$ cat src/rtl/vga_pkg.sv
// Shared types and constants for the VGA overlay stages.
// No logic here, so there is no latency and no backpressure.
package vga_pkg;

    localparam int unsigned DEF_WIDTH  = 640;
    localparam int unsigned DEF_HEIGHT = 480;

    typedef logic [3:0] colour_t;

    typedef struct packed {
        colour_t r;
        colour_t g;
        colour_t b;
    } rgb444_t;

    typedef enum logic {
        DIR_DEC = 1'b0,
        DIR_INC = 1'b1
    } dir_t;

    // Entry 0 is the least significant slot, so the list reads F80 down to F00.
    localparam rgb444_t [7:0] PALETTE = {
        12'hF80, 12'hFFF, 12'hF0F, 12'h0FF,
        12'hFF0, 12'h00F, 12'h0F0, 12'hF00
    };

endpackage

$ cat src/rtl/vga_box_axis.sv
// One axis of the bouncing box: position, INC/DEC direction and a wall-hit strobe.
// Position updates on the clock after iTick; oHit is combinational during iTick; no backpressure.
module vga_box_axis
    import vga_pkg::*;
#(
    parameter int unsigned LIMIT = 576,
    parameter int unsigned STEP  = 4,
    parameter int unsigned START = 288
) (
    input  logic       iClk,
    input  logic       iRst,
    input  logic       iTick,
    output logic [9:0] oPos,
    output logic       oHit
);

    localparam logic [10:0] LIMIT11 = 11'(LIMIT);
    localparam logic [10:0] STEP11  = 11'(STEP);

    logic [9:0]  pos_q;
    dir_t        dir_q;
    logic [10:0] pos11;
    logic [10:0] sum11;
    logic        at_hi;
    logic        at_lo;

    // Eleven bits so pos+STEP cannot wrap before the limit compare.
    assign pos11 = {1'b0, pos_q};
    assign sum11 = pos11 + STEP11;
    assign at_hi = (sum11 >= LIMIT11);
    assign at_lo = (pos11 <= STEP11);

    assign oHit = iTick && ((dir_q == DIR_INC) ? at_hi : at_lo);
    assign oPos = pos_q;

    always_ff @(posedge iClk or negedge iRst) begin
        if (!iRst) begin
            pos_q <= 10'(START);
            dir_q <= DIR_INC;
        end else if (iTick) begin
            case (dir_q)
                DIR_INC: begin
                    if (at_hi) begin
                        pos_q <= LIMIT11[9:0];
                        dir_q <= DIR_DEC;
                    end else begin
                        pos_q <= sum11[9:0];
                    end
                end
                default: begin
                    if (at_lo) begin
                        pos_q <= 10'd0;
                        dir_q <= DIR_INC;
                    end else begin
                        pos_q <= pos_q - STEP11[9:0];
                    end
                end
            endcase
        end
    end

endmodule

$ cat src/rtl/vga_box_overlay.sv
// Draws a bordered, bouncing, colour-cycling square over the pattern generator output.
// Fixed 1-cycle latency on syncs and RGB; streaming pixel path, no backpressure.
module vga_box_overlay
    import vga_pkg::*;
#(
    parameter int unsigned WIDTH     = DEF_WIDTH,
    parameter int unsigned HEIGHT    = DEF_HEIGHT,
    parameter int unsigned BOX_SIZE  = 64,
    parameter int unsigned BORDER    = 4,
    parameter int unsigned STEP_X    = 4,
    parameter int unsigned STEP_Y    = 2,
    parameter logic        SYNC_IDLE = 1'b1
) (
    input  logic       iClk,
    input  logic       iRst,
    input  logic [9:0] iCountH,
    input  logic [9:0] iCountV,
    input  logic       iHS,
    input  logic       iVS,
    input  logic [3:0] iRed,
    input  logic [3:0] iGreen,
    input  logic [3:0] iBlue,
    input  logic       iPause,
    output logic       oHS,
    output logic       oVS,
    output logic [3:0] oRed,
    output logic [3:0] oGreen,
    output logic [3:0] oBlue
);

    localparam logic [10:0] W11       = 11'(WIDTH);
    localparam logic [10:0] H11       = 11'(HEIGHT);
    localparam logic [10:0] BOX11     = 11'(BOX_SIZE);
    localparam logic [10:0] BRD11     = 11'(BORDER);
    localparam logic [10:0] INNER11   = 11'(BOX_SIZE - BORDER);

    logic        tick;
    logic        hit_x;
    logic        hit_y;
    logic [9:0]  pos_x;
    logic [9:0]  pos_y;
    logic [2:0]  col_q;
    logic        hs_q;
    logic        vs_q;
    rgb444_t     rgb_q;
    rgb444_t     rgb_d;
    rgb444_t     fill;
    rgb444_t     outline;
    logic [10:0] h11;
    logic [10:0] v11;
    logic [10:0] dh;
    logic [10:0] dv;
    logic        in_active;
    logic        in_box;
    logic        on_border;

    // The tick pixel sits in vertical blanking, so moving here never tears.
    assign tick = !iPause && (iCountH == 10'd0) && (iCountV == 10'(HEIGHT));

    vga_box_axis #(
        .LIMIT (WIDTH - BOX_SIZE),
        .STEP  (STEP_X),
        .START ((WIDTH - BOX_SIZE) / 2)
    ) u_axis_x (
        .iClk  (iClk),
        .iRst  (iRst),
        .iTick (tick),
        .oPos  (pos_x),
        .oHit  (hit_x)
    );

    vga_box_axis #(
        .LIMIT (HEIGHT - BOX_SIZE),
        .STEP  (STEP_Y),
        .START ((HEIGHT - BOX_SIZE) / 2)
    ) u_axis_y (
        .iClk  (iClk),
        .iRst  (iRst),
        .iTick (tick),
        .oPos  (pos_y),
        .oHit  (hit_y)
    );

    assign h11       = {1'b0, iCountH};
    assign v11       = {1'b0, iCountV};
    assign dh        = h11 - {1'b0, pos_x};
    assign dv        = v11 - {1'b0, pos_y};
    assign in_active = (h11 < W11) && (v11 < H11);
    assign in_box    = (h11 >= {1'b0, pos_x}) && (dh < BOX11) &&
                       (v11 >= {1'b0, pos_y}) && (dv < BOX11);
    assign on_border = (dh < BRD11) || (dh >= INNER11) ||
                       (dv < BRD11) || (dv >= INNER11);
    assign fill      = PALETTE[col_q];
    assign outline   = rgb444_t'(~fill);

    always_comb begin
        rgb_d = {iRed, iGreen, iBlue};
        if (!in_active) begin
            rgb_d = '0;
        end else if (in_box) begin
            rgb_d = on_border ? outline : fill;
        end
    end

    always_ff @(posedge iClk or negedge iRst) begin
        if (!iRst) begin
            hs_q  <= SYNC_IDLE;
            vs_q  <= SYNC_IDLE;
            rgb_q <= '0;
            col_q <= 3'd0;
        end else begin
            hs_q  <= iHS;
            vs_q  <= iVS;
            rgb_q <= rgb_d;
            // A corner hit raises both strobes but still advances the palette by one.
            if (hit_x || hit_y) begin
                col_q <= col_q + 3'd1;
            end
        end
    end

    assign oHS    = hs_q;
    assign oVS    = vs_q;
    assign oRed   = rgb_q.r;
    assign oGreen = rgb_q.g;
    assign oBlue  = rgb_q.b;

endmodule

$ cat config.mk
export PLATFORM = sky130hd
export DESIGN_NAME = vga_box_overlay
export DESIGN_NICKNAME = d
export VERILOG_FILES = /design/src/rtl/vga_pkg.sv /design/src/rtl/vga_box_axis.sv /design/src/rtl/vga_box_overlay.sv
export SDC_FILE = /design/constraint.sdc
export NUM_CORES = 1
export LEC_CHECK = 0
export ABC_AREA = 0
export BUFFER_PORTS_ARGS = -buffer_cell sky130_fd_sc_hd__buf_2
export CAP_MARGIN = 20
export CORE_AREA = 2 2 132 70
export CTS_CLUSTER_DIAMETER = 100
export CTS_CLUSTER_SIZE = 8
export DETAILED_ROUTE_END_ITERATION = 8
export DIE_AREA = 0 0 134 72
export SLEW_MARGIN = 25
export SYNTH_ARGS = -nofsm -noshare
export SYNTH_HDL_FRONTEND = slang
export SYNTH_SLANG_ARGS = --single-unit
$ cat constraint.sdc
create_clock -name iClk -period 5.2 [get_ports iClk]
set_input_delay 0.52 -clock iClk [delete_from_list [all_inputs] [get_ports iClk]]
set_output_delay 0.52 -clock iClk [all_outputs]
set_load 0.02 [all_outputs]
==> flow_metrics.py <==
metrics = {
    "drt": {
        "vias": 3215,
        "routed_via_density": 5.72,
        "ant_nets": 0,
        "drt-total-wl_um": 9370,
        "drc_errors": 0,
        "drt_iter0_drc": 282,
        "wl_per_cell_um": 16.7,
        "firstDrtPassIters": 5,
    },
    "grt": {
        "grt_pass1_wl_um": 15700,
        "gr-total-overflow": 0,
        "antenna_found_initial": 0,
        "grt_pass1_vias": 2986,
        "track_usage_pct": 20.7,
        "grt_max_degree": 37,
    },
    "cts": {
        "cts_buffers": 5,
        "cts_setup_buffers": 0,
        "cts-root-buf": "clkbuf_16",
        "post_cts_resized": 0,
        "clock_path_buffers": 2,
        "clk-insertion-delay-late_ps": 290,
        "clkTransAtPathRegs_ps": 60,
        "cts_tree": "built",
        "holdBufCountCts": 0,
        "clkSinkCount": 36,
        "cts_max_level": 2,
    },
    "finish": {
        "final_layout_size_suffix_gt1_share_pct": 19.8,
        "n_antenna_cell": 0,
        "fillers": 840,
        "postLayoutCellArea_um2": 3860,
        "instances_no_fill": 562,
        "final_common_cell": "buf_2",
        "layout_common_cells": "buf_2, nand2_1, a21oi_1, o21ai_0, ha_1",
        "fin_nets": 510,
        "syn_to_final_growth_pct": 17.2,
    },
    "die": {
        "initial_core_util_pct": 39.0,
        "io_pins": 51,
        "die_x_um": 134,
        "die-area_um2": 9650,
        "num_rows": 24,
        "core_area_um2": 8440,
        "die_h_um": 72,
    },
    "logic_synthesis": {
        "postSynthAreaPerCell_um2": 8.25,
        "synth_edf_count": 0,
        "ys_seq_area_share_pct": 27.7,
        "synthTopCellsByArea": "dfrtp_1, ha_1, dfstp_2, a21oi_1, o21ai_0",
        "synth_top_area_share_pct": 20.5,
        "synth_ff_type": "dfrtp_1",
        "synth_area_um2": 3290,
        "yosys_warnings": 0,
        "synth_cell_types": 69,
        "async_reset_ff_share_pct": 100,
        "syn_inst": 399,
        "yosys.area.top_type": "dfrtp_1",
        "synth_seq_cells": 36,
    },
    "timing": {
        "setup_violations": 0,
        "slew_viol_final": 0,
        "worst_pin_slew_ps": 1020,
        "fin_skew_ps": 6.78,
        "hold-worst-slack_ps": 328,
        "setup_ws_ps": 1970,
        "finalCriticalPeriod_ps": 3230,
        "max_slew_margin_pct": 31.2,
        "clock.fmax_mhz": 310,
        "rsz0062_at_grt": "no",
        "fin_setup_tns_ps": 0,
        "period_share_pct": 62.1,
        "finalHoldViolations": 0,
    },
    "placement": {
        "pre_cts_ws_ps": 1960,
        "io_buffers": 50,
        "hpwl_um": 7300,
        "postPlaceCellArea_um2": 3640,
        "dp.cells": 554,
        "gp_congestion": 0.966,
    },
    "worst_setup_path": {
        "path_class": "flop to flop",
        "cp.required_ps": 5390,
        "arrival_ps": 3420,
        "cp-start-kind": "flop",
        "end_kind": "flop",
        "cp_max_fo": 17,
    },
    "run_status": {
        "status": "completed",
    },
    "hold_path": {
        "holdCritPathClass": "input port to asynchronous set/reset pin",
    },
    "pwr": {
        "peakVddDrop_v": 0.000143,
        "leakage_nw": 1.64,
        "power_density_nw_per_um2": 218,
    },
    "flow_run": {
        "maxCapViolations": 0,
    },
}
## cells in the mapped netlist, types with 7 or more instances
cell type	n
and3_1	8
dfstp_2	9
o21ai_0	30
xnor2_1	11
nand3_1	19
inv_1	24
a21oi_1	35
dfrtp_1	27
nor3_1	16
nor2_1	16
o211ai_1	7
clkbuf_1	12
nand2_1	35
o22ai_1	8
ha_1	28
## flip-flops by register name, indices dropped and copies added, names as in the netlist
| name | flops |
|---|---|
| oVS | 1 |
| col_q | 3 |
| u_axis_y.dir_q | 1 |
| oHS | 1 |
| oBlue | 4 |
| u_axis_x.dir_q | 1 |
| oGreen | 4 |
| oRed | 4 |
| u_axis_x.oPos | 8 |
| u_axis_y.oPos | 9 |
## logic make-up (layout without fill, tap and decap cells)
group | count (synthesis) | in the layout | synth area share (%)
simple gates | 136 | 136 | 22.2
compound gates | 134 | 134 | 27.3
buf+inv | 40 | 85 | 4.83
flops | 36 | 36 | 27.7
fa+ha+maj | 29 | 29 | 11.3
xor+xnor | 17 | 17 | 4.52
mux | 6 | 6 | 2.01
other cells | 1 | 2 | 0.114
## power breakdown
group          total [mW]  internal, mW  switching (mW)
Clock               0.444         0.323           0.120
Sequential          0.288         0.286         0.00130
Combinational       0.110        0.0453          0.0651
Total               0.842         0.655           0.187
## critical path: stages (launching register included)
cell and delay [ps]:
dfstp_2 620, inv_1 130, ha_1 360, a21oi_1 220, o22ai_1 100, a2111oi_0 400, nand3_1 130, nor4_1 270
nand4_1 220, nor2_4 360, nand3_1 190, o21ai_0 130
## cell type report
cell class,instances,area (um^2),share of cell area [%]
Tap cell,117,146,3.79
Sequential cell,36,912,23.6
Clock inverter,3,90.1,2.34
Inverter,25,93.8,2.43
Multi-Input combinational cell,324,2220,57.7
Clock buffer,5,125,3.24
Timing Repair Buffer,52,265,6.88
## metrics by stage
| step | power [mW] | utilization [%] |
|---|---|---|
| floorplan | 0.360 | - |
| global placement | 0.401 | 43.2 |
| detailed placement | 0.402 | 43.2 |
| CTS | 0.847 | 45.7 |
| global route | 0.875 | 45.7 |
| finish | 0.842 | 45.7 |
## per-layer routing
layer / vias to the layer above / track usage [%] / wire [um]
met3: 7 / 4.82 / 776
met4: 0 / 4.14 / 78
li1: 1579 / - / -
met2: 133 / 26.6 / 3380
met5: - / 0 / 0
met1: 1496 / 33.8 / 5130
## path summary, 6_finish.rpt
check,from,end,slack (ps),depth (start not counted)
hold / removal,iRst,u_axis_x.oPos[4]$_DFFE_PN0P_,330,1
hold reg to reg,u_axis_x.oPos[5]$_DFFE_PN1P_,u_axis_x.oPos[5]$_DFFE_PN1P_,520,2
max in group asynchronous,iRst,u_axis_x.oPos[2]$_DFFE_PN0P_,4350,1
setup / recovery,u_axis_y.oPos[6]$_DFFE_PN1P_,oRed[3]$_DFF_PN0_,1970,11
min in group iClk,iVS,oVS$_DFF_PN1_,330,1
setup reg to reg,u_axis_y.oPos[6]$_DFFE_PN1P_,oRed[3]$_DFF_PN0_,1970,11
Note: power is estimated with default switching activity, not from simulation.
